`src/rtl/uart_pkg.sv`:
```
// Shared definitions for the 8N1 UART core.
// Both the transmit and receive engines use the same four-phase frame walk.
package uart_pkg;

    localparam int DATA_BITS = 8;

    typedef enum logic [1:0] {
        IDLE  = 2'd0,
        START = 2'd1,
        DATA  = 2'd2,
        STOP  = 2'd3
    } uart_state_e;

endpackage

```
`src/rtl/uart_rx.sv`:
```
// UART receiver: two-flop synchronizer on rx, centre-sampling 8N1 frame decoder.
// Bytes with a bad stop bit are dropped without touching rx_data.
module uart_rx
    import uart_pkg::*;
#(
    parameter int CLKS_PER_BIT = 434
) (
    input  logic       clk,
    input  logic       reset,
    input  logic       rx,
    output logic [7:0] rx_data,
    output logic       rx_ready
);

    localparam int CW = $clog2(CLKS_PER_BIT);
    localparam logic [CW-1:0] CNT_LAST  = CW'(CLKS_PER_BIT - 1);
    localparam logic [CW-1:0] HALF_LAST = CW'(CLKS_PER_BIT / 2 - 1);
    localparam logic [2:0]    BIT_LAST  = 3'(DATA_BITS - 1);

    logic rx_meta;
    logic rx_sync;
    logic rx_prev;

    uart_state_e          state, state_nx;
    logic [CW-1:0]        cnt, cnt_nx;
    logic [2:0]           bit_idx, bit_idx_nx;
    logic [DATA_BITS-1:0] shift, shift_nx;
    logic [7:0]           rx_data_nx;
    logic                 rx_ready_nx;
    logic                 armed, armed_nx;

    // Synchronizer resets to the idle level so reset never looks like a start edge
    always_ff @(posedge clk or negedge reset) begin
        if (!reset) begin
            rx_meta <= 1'b1;
            rx_sync <= 1'b1;
            rx_prev <= 1'b1;
        end else begin
            rx_meta <= rx;
            rx_sync <= rx_meta;
            rx_prev <= rx_sync;
        end
    end

    always_ff @(posedge clk or negedge reset) begin
        if (!reset) begin
            state    <= IDLE;
            cnt      <= '0;
            bit_idx  <= '0;
            shift    <= '0;
            rx_data  <= 8'h00;
            rx_ready <= 1'b0;
            armed    <= 1'b0;
        end else begin
            state    <= state_nx;
            cnt      <= cnt_nx;
            bit_idx  <= bit_idx_nx;
            shift    <= shift_nx;
            rx_data  <= rx_data_nx;
            rx_ready <= rx_ready_nx;
            armed    <= armed_nx;
        end
    end

    // armed drops on a framing error so a line stuck low cannot retrigger a frame
    always_comb begin
        state_nx    = state;
        cnt_nx      = cnt + CW'(1);
        bit_idx_nx  = bit_idx;
        shift_nx    = shift;
        rx_data_nx  = rx_data;
        rx_ready_nx = 1'b0;
        armed_nx    = armed;

        case (state)
            IDLE: begin
                cnt_nx = '0;
                if (rx_sync) begin
                    armed_nx = 1'b1;
                end
                if (armed && rx_prev && !rx_sync) begin
                    state_nx = START;
                end
            end
            START: begin
                if (cnt == HALF_LAST) begin
                    cnt_nx     = '0;
                    bit_idx_nx = '0;
                    state_nx   = rx_sync ? IDLE : DATA;
                end
            end
            DATA: begin
                if (cnt == CNT_LAST) begin
                    cnt_nx   = '0;
                    shift_nx = {rx_sync, shift[DATA_BITS-1:1]};
                    if (bit_idx == BIT_LAST) begin
                        state_nx = STOP;
                    end else begin
                        bit_idx_nx = bit_idx + 3'd1;
                    end
                end
            end
            STOP: begin
                if (cnt == CNT_LAST) begin
                    cnt_nx   = '0;
                    state_nx = IDLE;
                    if (rx_sync) begin
                        rx_data_nx  = shift;
                        rx_ready_nx = 1'b1;
                    end else begin
                        armed_nx = 1'b0;
                    end
                end
            end
            default: begin
                state_nx = IDLE;
                cnt_nx   = '0;
            end
        endcase
    end

endmodule

```
`src/rtl/uart.sv`:
```
// Full-duplex 8N1 UART: transmitter here, receiver in uart_rx.
// The byte is captured at the end of the start bit because the feeding FIFO lags tx_req by a cycle.
module uart
    import uart_pkg::*;
#(
    parameter int CLKS_PER_BIT = 434
) (
    input  logic       clk,
    input  logic       reset,
    input  logic       tx_req,
    input  logic [7:0] tx_data,
    input  logic       rx,
    output logic       tx,
    output logic [7:0] rx_data,
    output logic       tx_ready,
    output logic       rx_ready
);

    localparam int CW = $clog2(CLKS_PER_BIT);
    localparam logic [CW-1:0] CNT_LAST = CW'(CLKS_PER_BIT - 1);
    localparam logic [CW-1:0] CNT_PRE  = CW'(CLKS_PER_BIT - 2);
    localparam logic [2:0]    BIT_LAST = 3'(DATA_BITS - 1);

    uart_state_e          tx_state, tx_state_nx;
    logic [CW-1:0]        tx_cnt, tx_cnt_nx;
    logic [2:0]           tx_bit, tx_bit_nx;
    logic [DATA_BITS-1:0] tx_shift, tx_shift_nx;
    logic                 tx_nx;
    logic                 tx_ready_nx;

    always_ff @(posedge clk or negedge reset) begin
        if (!reset) begin
            tx_state <= IDLE;
            tx_cnt   <= '0;
            tx_bit   <= '0;
            tx_shift <= '0;
            tx       <= 1'b1;
            tx_ready <= 1'b0;
        end else begin
            tx_state <= tx_state_nx;
            tx_cnt   <= tx_cnt_nx;
            tx_bit   <= tx_bit_nx;
            tx_shift <= tx_shift_nx;
            tx       <= tx_nx;
            tx_ready <= tx_ready_nx;
        end
    end

    // tx_ready is raised one clock early so the registered pulse covers the last stop clock,
    // which is also the only non-idle cycle where a new request is accepted
    always_comb begin
        tx_state_nx = tx_state;
        tx_cnt_nx   = tx_cnt + CW'(1);
        tx_bit_nx   = tx_bit;
        tx_shift_nx = tx_shift;
        tx_nx       = tx;
        tx_ready_nx = 1'b0;

        case (tx_state)
            IDLE: begin
                tx_nx     = 1'b1;
                tx_cnt_nx = '0;
                if (tx_req) begin
                    tx_state_nx = START;
                    tx_nx       = 1'b0;
                end
            end
            START: begin
                if (tx_cnt == CNT_LAST) begin
                    tx_state_nx = DATA;
                    tx_cnt_nx   = '0;
                    tx_bit_nx   = '0;
                    tx_nx       = tx_data[0];
                    tx_shift_nx = {1'b0, tx_data[DATA_BITS-1:1]};
                end
            end
            DATA: begin
                if (tx_cnt == CNT_LAST) begin
                    tx_cnt_nx = '0;
                    if (tx_bit == BIT_LAST) begin
                        tx_state_nx = STOP;
                        tx_nx       = 1'b1;
                    end else begin
                        tx_bit_nx   = tx_bit + 3'd1;
                        tx_nx       = tx_shift[0];
                        tx_shift_nx = {1'b0, tx_shift[DATA_BITS-1:1]};
                    end
                end
            end
            STOP: begin
                tx_ready_nx = (tx_cnt == CNT_PRE);
                if (tx_cnt == CNT_LAST) begin
                    tx_cnt_nx = '0;
                    if (tx_req) begin
                        tx_state_nx = START;
                        tx_nx       = 1'b0;
                    end else begin
                        tx_state_nx = IDLE;
                        tx_nx       = 1'b1;
                    end
                end
            end
            default: begin
                tx_state_nx = IDLE;
                tx_cnt_nx   = '0;
                tx_nx       = 1'b1;
            end
        endcase
    end

    uart_rx #(
        .CLKS_PER_BIT(CLKS_PER_BIT)
    ) u_rx (
        .clk     (clk),
        .reset   (reset),
        .rx      (rx),
        .rx_data (rx_data),
        .rx_ready(rx_ready)
    );

endmodule

```
`config.mk`:
```
export PLATFORM = sky130hd
export DESIGN_NAME = uart
export DESIGN_NICKNAME = d
export VERILOG_FILES = /design/src/rtl/uart_pkg.sv /design/src/rtl/uart_rx.sv /design/src/rtl/uart.sv
export SDC_FILE = /design/constraint.sdc
export NUM_CORES = 1
export LEC_CHECK = 0
export BUFFER_PORTS_ARGS = -buffer_cell sky130_fd_sc_hd__buf_2
export CORE_ASPECT_RATIO = 0.6
export CORE_MARGIN = 2
export CORE_UTILIZATION = 30
export CTS_CLUSTER_DIAMETER = 200
export DETAILED_ROUTE_END_ITERATION = 6
export PLACE_DENSITY_LB_ADDON = 0.1
export SYNTH_ARGS = -nofsm -noshare
export SYNTH_HDL_FRONTEND = slang
export SYNTH_SLANG_ARGS = --single-unit
```
`constraint.sdc`:
```
create_clock -name clk -period 1.9 [get_ports clk]
set_input_delay 0 -clock clk [delete_from_list [all_inputs] [get_ports clk]]
set_output_delay 0 -clock clk [all_outputs]
set_load 0.05 [all_outputs]
```
==> flow_summary.toml, run 1 <==
[finish]
fillers = 861
fin_util_pct = 38.5
diodes = 0
fin_nets = 314
drive_gt1_share_pct = 25.3
register_area_um2 = 1460
multi_input_area_um2 = 1260
area_delta_synth_final_pct = 25.8

[logic_synthesis]
yosys_warnings = 0
synth_top_area_share_pct = 48.5
synth_cells = 242
synthMostInstantiatedCell = "dfrtp_1"
ys.flop_type = "dfrtp_1"
synth_common_cells = "dfrtp_1 (54), nor2_1 (25), mux2_2 (20), nand2_1 (20), ha_1 (15)"
synth.yosys.seq_area_share_pct = 52.3
synth.area.top_cells = "dfrtp_1 (49%), mux2_2 (8.1%), ha_1 (6.7%)"
ys_seq_elements = 58
synth_edf_count = 0
synth_nets = 269
yosysUniqueCellTypes = 43
async_flop_share_pct = 100
netlist_area_um2 = 2780
yosysTopAreaCell = "dfrtp_1"
avgSynthCellArea_um2 = 11.5

[power]
comb_power_share_pct = 7.8
swShare_pct = 22.2
p_sw_uw = 732
powerDensity_nw_per_um2 = 941
seq_power_share_pct = 41.1
peakVddDrop_mv = 0.525
cellLeakagePower_uw = 0.00171
clkPwrFrac_pct = 51.1
intPower_uw = 2560

[route]
drtAntennaViolNets = 0
viasPerCell = 4.53
avgRoutedWirePerCell_um = 12.8
drc = 0
via_count = 1847
drt-pass1-iter-count = 4
detail_route.iter0.violations = 111
wirelength_um = 5210

[clock_tree]
insertion_delay_ps = 320
cts_max_path_buffers = 2
cts_tree = "yes"
cts-buffers-inserted = 9
cts_root_buffer = "clkbuf_16"
path_clk_slew_ps = 50
post-cts-setup-buffers = 0
cts.htree.levels = 3
clock_sinks = 58

[placed_design]
dp.final_hpwl_um = 3510
pre_cts_slack_ps = 24.4
port_buffers = 22
gp_congestion = 0.779

[die]
die_area_um2 = 10100
start_util_pct = 30.6
die_h_um = 78.6
io_pins = 23
num_rows = 27
coreArea_um2 = 9090
dieWidth_um = 128

[worst_setup_path]
path_cells = "inv_1 -> ha_1 -> and4bb_1 -> and2_4 -> nand4_4 -> mux2_2"
worstSetupStartpoint = "u_rx.cnt[1]"
worst_ep_required_time_ps = 2100
reg2regPathDepth = 6
cp.depth = 6
max_stage_delay_ps = 390
r2r_end = "u_rx.rx_data[5]"
setup.worst_path.end = "u_rx.rx_data[5]"
crit_family = "simple AND/OR/NAND/NOR gates"
start_kind = "flop"
rr_startpoint = "u_rx.cnt[1]"
path_buf_inv = 1
path_max_fanout = 9
crit_type = "flop to flop"
cp.arrival_ps = 1990
r2r_setup_slack_ps = 110
crit_slowest_cell = "dfrtp_1"
end_kind = "flop"

[timing]
drv_slew = 0
setup_violations = 0
worst_slew_pin_slew_ps = 506
fin_ws_ps = 108
setup_tns_ps = 0
hold_viol = 0
rsz0062_at_grt = "false"
fin_crit_ps = 1790
relSlewSlack_pct = 66.3
skew_ps = 5.80
fmax_mhz = 558
period_share_pct = 94.3

[global_route]
antenna_found_initial = 0
track_usage_pct = 12.1
grt_first_pass_wirelength_um = 9270
grt_max_degree = 59
grt_pass1_vias = 1813
grt-ovfl-total = 0

[run_status]
status = "finished, final reports clean"

[worst_hold_path]
worstHoldPathType = "input port to flop"

[flow_run]
maxCapViolCount = 0
## per-stage QoR
stage	instance area [µm²]	hold slack (ps)	instances	total power, µW
2_1_floorplan	2780	-296	242	1510
3_3_place_gp	3090	37.4	383	1620
3_5_place_dp	3090	36.1	383	1610
4_1_cts	3490	16.2	408	3360
5_1_grt	3500	74.8	408	3470
6_report	3500	20.7	408	3290
## cell usage in the layout, fill, tap and decap left out, types with 5 or more instances in the layout
master / count
and3_1: 5
buf_2: 22
buf_4: 8
clkbuf_16: 9
dfrtp_1: 54
dlygate4sd3_1: 9
ha_1: 15
inv_1: 11
mux2_2: 19
mux2i_1: 6
nand2_1: 20
nand3_1: 7
nor2_1: 25
o21ai_0: 10
xnor2_1: 9
xor2_1: 6
## sequential cells by signal (all words and copies together) (netlist names), 2 cells and up, named ones only
name	count
tx_cnt	9
u_rx.cnt	9
u_rx.rx_data	8
u_rx.shift	8
tx_shift	7
tx_bit	3
u_rx.bit_idx	3
tx_state	2
## how the worst min path moves through the flow
stage | startpoint | to | slack, ps | cells after the start
CTS | tx_data[2] | tx_shift[1] | 20 | 3
detailed placement | reset | tx_cnt[0] | 40 | 2
finish | tx_data[2] | tx_shift[1] | 20 | 3
floorplan | reset | asynchronous set/reset pin | -300 | 0
global route | tx_data[2] | tx_shift[1] | 70 | 3
global placement | reset | tx_state[1] | 40 | 2
## worst reg2reg max path, cell delays in order (launching register included)
cell and delay, ps:
dfrtp_1 390, inv_1 80, ha_1 150, and4bb_1 280, and2_4 210, nand4_4 220, mux2_2 360
## power groups by stage
stage | sequential, µW | clock (µW) | combinational (µW)
after floorplan | 1370 | 0 | 147
after global placement | 1380 | 0 | 240
after detailed placement | 1370 | 0 | 239
after CTS | 1350 | 1750 | 256
after global routing | 1370 | 1810 | 296
final | 1360 | 1680 | 257
## cells by family after synthesis
logic type               Yosys count  synth area share, %
adder cells (fa/ha/maj)           15                 6.74
buffers and inverters             17                 2.65
AND/OR/NAND/NOR                   79                 15.6
AO/OA/AOI/OAI                     32                 7.78
XOR/XNOR                          15                 4.72
multiplexers                      26                 10.2
flip-flops                        58                 52.3
## layer usage
metal | up-vias | part of all wire, % | global-route usage, %
li1 | 940 | - | -
met4 | 0 | 1.2 | 4.62
met3 | 7 | 3.6 | 4.50
met5 | - | 0 | 0
met1 | 878 | 59 | 18.9
met2 | 22 | 36 | 14.4
## timing repair
item,in CTS,in global routing
endpoints found under the setup margin,0,23
hold buffers,9,0
gates resized for setup,0,6
hold endpoints to repair,66,0
## cell type report
cell class                      count  share of cell area, %
Inverter                           11                   1.18
Tap cell                          116                   4.15
Clock buffer                       12                   6.75
Timing Repair Buffer               40                   8.01
Multi-Input combinational cell    167                   36.1
Sequential cell                    58                   41.6
Clock inverter                      4                   2.18
Note: power is estimated with default switching activity, not from simulation.
==> inputs of run 2 (changes only) <==
--- a/config.mk
+++ b/config.mk
@@ -14,4 +14,5 @@
 export PLACE_DENSITY_LB_ADDON = 0.1
 export SYNTH_ARGS = -nofsm -noshare
 export SYNTH_HDL_FRONTEND = slang
+export SYNTH_HIERARCHICAL = 1
 export SYNTH_SLANG_ARGS = --single-unit
==> run 2 against run 1 <==
  * Global-route usage is 0.085 points higher
  * Worst hold slack better by 41 ps
  * Synthesized area is 1.2% higher
  * Utilization is 0.22 points higher
==> flow_summary.toml, run 2 <==
[worst_setup_path]
start_kind = "flop"
reg2regPathDepth = 6
rr_startpoint = "u_rx/cnt[1]"
cp.arrival_ps = 1930
end_kind = "flop"
path_max_fanout = 9
worst_ep_required_time_ps = 2110
r2r_end = "u_rx/rx_data[0]"
r2r_setup_slack_ps = 180
crit_type = "flop to flop"

[route]
via_count = 1826
drt-pass1-iter-count = 4
wirelength_um = 5330
detail_route.iter0.violations = 117
drc = 0
viasPerCell = 4.36
drtAntennaViolNets = 0
avgRoutedWirePerCell_um = 12.7

[logic_synthesis]
ys_seq_elements = 58
synthMostInstantiatedCell = "dfrtp_1"
synth.area.top_cells = "dfrtp_1 (48%), mux2_2 (7.2%), ha_1 (6.7%)"
avgSynthCellArea_um2 = 11.8
synth_edf_count = 0
async_flop_share_pct = 100
synth_nets = 266
yosys_warnings = 6
yosysTopAreaCell = "dfrtp_1"
ys.flop_type = "dfrtp_1"
synth_top_area_share_pct = 48.0
synth_common_cells = "dfrtp_1 (54), nor2_1 (26), mux2_2 (18)"
netlist_area_um2 = 2820
synth_cells = 239
synth.yosys.seq_area_share_pct = 51.7
yosysUniqueCellTypes = 43

[worst_hold_path]
hp-start = "tx_data[0]"
hold_end = "tx"
worstHoldPathType = "input port to flop"
hold-path-cell-count = 5

[finish]
register_area_um2 = 1460
multi_input_area_um2 = 1300
final_area_um2 = 3550
fillers = 889
fin_nets = 311
layout_common_cells = "dfrtp_1 (54), nor2_1 (26), buf_2 (22)"
diodes = 0
final_common_cell = "dfrtp_1"
drive_gt1_share_pct = 29.1
area_delta_synth_final_pct = 25.9
top_regs = "tx_cnt: 9 flops, u_rx/cnt: 9 flops"

[die]
die_h_um = 79.1
die_area_um2 = 10200
coreArea_um2 = 9160
dieWidth_um = 129
num_rows = 27
start_util_pct = 30.8
io_pins = 23

[timing]
skew_ps = 4.82
drv_slew = 0
period_share_pct = 90.8
setup_tns_ps = 0
relSlewSlack_pct = 60.2
worst_slew_pin_slew_ps = 596
fmax_mhz = 580
setup_violations = 0
hold_viol = 0
fin_ws_ps = 175
rsz0062_at_grt = "false"
fin_crit_ps = 1720

[placed_design]
place_area_um2 = 3130
gp_congestion = 0.772
dp.final_hpwl_um = 3640
port_buffers = 22
pre_cts_slack_ps = 156

[global_route]
grt-ovfl-total = 0
grt_first_pass_wirelength_um = 9340
grt_max_degree = 35
track_usage_pct = 12.2
antenna_found_initial = 0
grt_pass1_vias = 1912

[clock_tree]
cts.htree.levels = 3
clock_sinks = 58
cts_tree = "yes"
insertion_delay_ps = 330
post-cts-setup-buffers = 0
cts_max_path_buffers = 2
path_clk_slew_ps = 50
cts-buffers-inserted = 9
cts_root_buffer = "clkbuf_16"

[power]
powerDensity_nw_per_um2 = 1200
cellLeakagePower_uw = 0.00171
peakVddDrop_mv = 0.619

[run_status]
status = "finished, final reports clean"

[flow_run]
maxCapViolCount = 0
==> run 2: timing repair <==
action,4_1_cts,5_1_grt
hold buffers,9,0
endpoints found under the setup margin,0,3
gates resized for setup,0,2
endpoints found under the hold margin,29,0
==> run 2: layer usage <==
layer | up-vias | global-route usage [%] | wire, µm
met3 | 5 | 4.45 | 168
met4 | 0 | 5.54 | 59
met5 | - | 0 | 0
li1 | 939 | - | -
met2 | 26 | 15.6 | 2010
met1 | 856 | 17.9 | 3090
==> run 2: layout make-up <==
type	instances	area share, %
sequential	58	41.1
multi-input combinational	166	36.7
timing repair buffer	38	7.48
clock buffer	11	6.84
tap	130	4.59
clock inverter	5	2.19
inverter	11	1.16
==> run 2: worst max path at each step <==
stage / startpoint / end / slack (ps)
global route: tx_state[0] / tx_shift[3] / 40
CTS: tx_state[0] / tx_state[1] / 120
finish: u_rx/cnt[1] / u_rx/rx_data[0] / 180
global placement: tx_state[0] / tx_state[1] / 110
floorplan: tx_state[0] / tx_state[1] / 310
detailed placement: tx_state[0] / tx_state[1] / 160
==> run 2: per-stage QoR <==
| step | total power (µW) | utilization (%) | std cells | hold WS (ps) |
|---|---|---|---|---|
| 2_1_floorplan | 2250 | - | 239 | -296 |
| 3_3_place_gp | 2550 | 34.2 | 394 | 37.0 |
| 3_5_place_dp | 2530 | 34.2 | 394 | 38.1 |
| 4_1_cts | 4310 | 38.7 | 419 | 43.9 |
| 5_1_grt | 4560 | 38.7 | 419 | 91.8 |
| 6_report | 4250 | 38.7 | 419 | 61.7 |
==> run 2: cells by family after synthesis <==
kind of cell             synth area share (%)
AO/OA/AOI/OAI                            7.24
buffers and inverters                    2.35
flip-flops                               51.7
multiplexers                             9.86
adder cells (fa/ha/maj)                  6.66
AND/OR/NAND/NOR                          17.8
XOR/XNOR                                 4.35
==> run 2: report_power, final <==
group / switching [µW] / leakage [µW] / internal [µW] / total, µW
sequential: 178 / 0.000734 / 1380 / 1560
combinational: 539 / 0.000821 / 425 / 964
clock: 549 / 0.000156 / 1180 / 1730
==> run 2: worst max-delay path, cell delays in order (launching register included) <==
cell       delay (ps)
dfrtp_1           390
inv_1              80
ha_1              190
nand4bb_4         170
nor2_4            210
nand4_4           220
mux2_4            350
==> inputs of run 3 (changes only) <==
--- a/config.mk
+++ b/config.mk
@@ -11,7 +11,7 @@
 export CORE_UTILIZATION = 30
 export CTS_CLUSTER_DIAMETER = 200
 export DETAILED_ROUTE_END_ITERATION = 6
-export PLACE_DENSITY_LB_ADDON = 0.1
+export PLACE_DENSITY = 0.51
 export SYNTH_ARGS = -nofsm -noshare
 export SYNTH_HDL_FRONTEND = slang
 export SYNTH_HIERARCHICAL = 1
==> run 3 against run 2 <==
  * The run now ends with hold timing left
  * Critical path type unchanged
  * Register-to-register slack hardly changed
  * Combinational power is 3.2% lower
  * Clock-buffer cell count is 1 higher
  * Die area stayed put
  * Routed wire length is 2.0% lower
  * First-iteration DRC count is 13% lower
  * Sequential share of layout area is 0.31 points higher
  * Global-route usage is 0.094 points lower
  * Sequential cell count stayed put
==> flow_summary.toml, run 3 (same netlist as run 2, synthesis figures left out) <==
[die]
start_util_pct = 30.8
coreArea_um2 = 9160
num_rows = 27
die_h_um = 79.1
io_pins = 23
die_area_um2 = 10200
dieWidth_um = 129

[power]
swShare_pct = 29.3
seq_power_share_pct = 36.4
cellLeakagePower_uw = 0.00169
clkPwrFrac_pct = 41.9
powerDensity_nw_per_um2 = 1220
intPower_uw = 3040
p_sw_uw = 1260
comb_power_share_pct = 21.7
peakVddDrop_mv = 0.466

[finish]
diodes = 0
drive_gt1_share_pct = 28.2
top_regs = "tx_cnt: 9 flops, u_rx/cnt: 9 flops"
fillers = 893
final_common_cell = "dfrtp_1"
fin_nets = 306
area_delta_synth_final_pct = 25.0
layout_common_cells = "dfrtp_1 (54), nor2_1 (26), buf_2 (22)"

[global_route]
grt_first_pass_wirelength_um = 9330
antenna_found_initial = 0
grt-ovfl-total = 0
grt_pass1_vias = 1865
track_usage_pct = 12.1
grt_max_degree = 59

[route]
viasPerCell = 4.41
via_count = 1827
detail_route.iter0.violations = 102
avgRoutedWirePerCell_um = 12.6
drtAntennaViolNets = 0
wirelength_um = 5220
drc = 0
drt-pass1-iter-count = 5

[worst_setup_path]
start_kind = "flop"
r2r_end = "u_rx/rx_data[0]"
cp.arrival_ps = 1940
worst_ep_required_time_ps = 2120
r2r_setup_slack_ps = 170
rr_startpoint = "u_rx/cnt[1]"
path_max_fanout = 9
end_kind = "flop"
worstSetupStartpoint = "u_rx/cnt[1]"
crit_type = "flop to flop"
reg2regPathDepth = 6

[timing]
drv_slew = 0
hold_viol = 1
rsz0062_at_grt = "false"
skew_ps = 5.14
fmax_mhz = 579
worst_slew_pin_slew_ps = 411
setup_tns_ps = 0
setup_violations = 0
relSlewSlack_pct = 72.5
hold-worst-slack_ps = -5.80
period_share_pct = 91.0
fin_crit_ps = 1730

[worst_hold_path]
hp-start = "tx_data[1]"
worstHoldPathType = "input port to flop"
hold-path-cell-count = 3
hold_end = "tx_shift[0]"

[clock_tree]
insertion_delay_ps = 330
clock_sinks = 58
path_clk_slew_ps = 50
cts_tree = "yes"
cts.htree.levels = 3
cts-buffers-inserted = 9
cts_max_path_buffers = 2
cts_root_buffer = "clkbuf_16"

[placed_design]
dp.final_hpwl_um = 3600
port_buffers = 22
gp_congestion = 0.744

[flow_run]
maxCapViolCount = 0

[run_status]
violations = "hold timing"
status = "finished with violations"
## run 3: changes by cell type in the layout (fill, tap and decap cells not counted), sizes merged
cell / previous run / this run
buf: 29 / 25
clkbuf: 11 / 12
clkinv: 2 / 1
dlygate4sd3: 9 / 8
## run 3: power groups by stage
stage	Clock, µW	Sequential [µW]	Combinational (µW)
after detailed placement	0	1580	919
final	1800	1570	933
after global routing	1900	1600	1050
after CTS	1850	1570	940
after floorplan	0	1570	676
after global placement	0	1580	907
## run 3: through the flow
stage / utilization (%) / area (µm²) / setup WS [ps] / total power, µW / instances
after floorplan: - / 2820 / 314 / 2250 / 239
after global placement: 33.9 / 3100 / 179 / 2490 / 390
after detailed placement: 33.9 / 3100 / 114 / 2500 / 390
after CTS: 38.4 / 3520 / 107 / 4360 / 414
after global routing: 38.5 / 3520 / 42.0 / 4540 / 414
final: 38.5 / 3520 / 172 / 4300 / 414
## run 3: worst max path at each step
stage,slack (ps),cells past startpoint,end
2_1_floorplan,310,6,tx_state[1]
3_3_place_gp,180,6,u_rx/rx_data[0]
3_5_place_dp,110,6,tx_state[1]
4_1_cts,110,6,tx_state[1]
5_1_grt,40,6,tx_state[1]
6_report,170,6,u_rx/rx_data[0]
## run 3: critical path, cell delays in order, from the launching register on
cell	delay, ps
dfrtp_1	390
inv_1	90
ha_1	180
nand4bb_4	170
nor2_4	210
nand4_4	230
mux2_4	350
## run 3: timing repair
item	CTS	global route
hold endpoints to repair	65	0
hold buffers	8	0
setup endpoints to repair	0	2
resized for setup	0	1
buffers inserted	0	0
## run 3: final cells by class
type / count / area, µm² / area share (%)
inverters: 11 / 41.3 / 1.17
clock inverters: 4 / 72.6 / 2.06
clock buffers: 12 / 267 / 7.57
multi-input cells: 166 / 1300 / 36.8
repair buffers: 33 / 225 / 6.40
flip-flops and latches: 58 / 1460 / 41.4
well taps: 130 / 163 / 4.62
## run 3: routing by layer
layer | track usage (%) | up-vias | wire length [µm]
li1 | - | 919 | -
met3 | 4.92 | 10 | 205
met5 | 0 | - | 0
met4 | 6.41 | 0 | 125
met1 | 17.4 | 871 | 2900
met2 | 15.1 | 27 | 1990
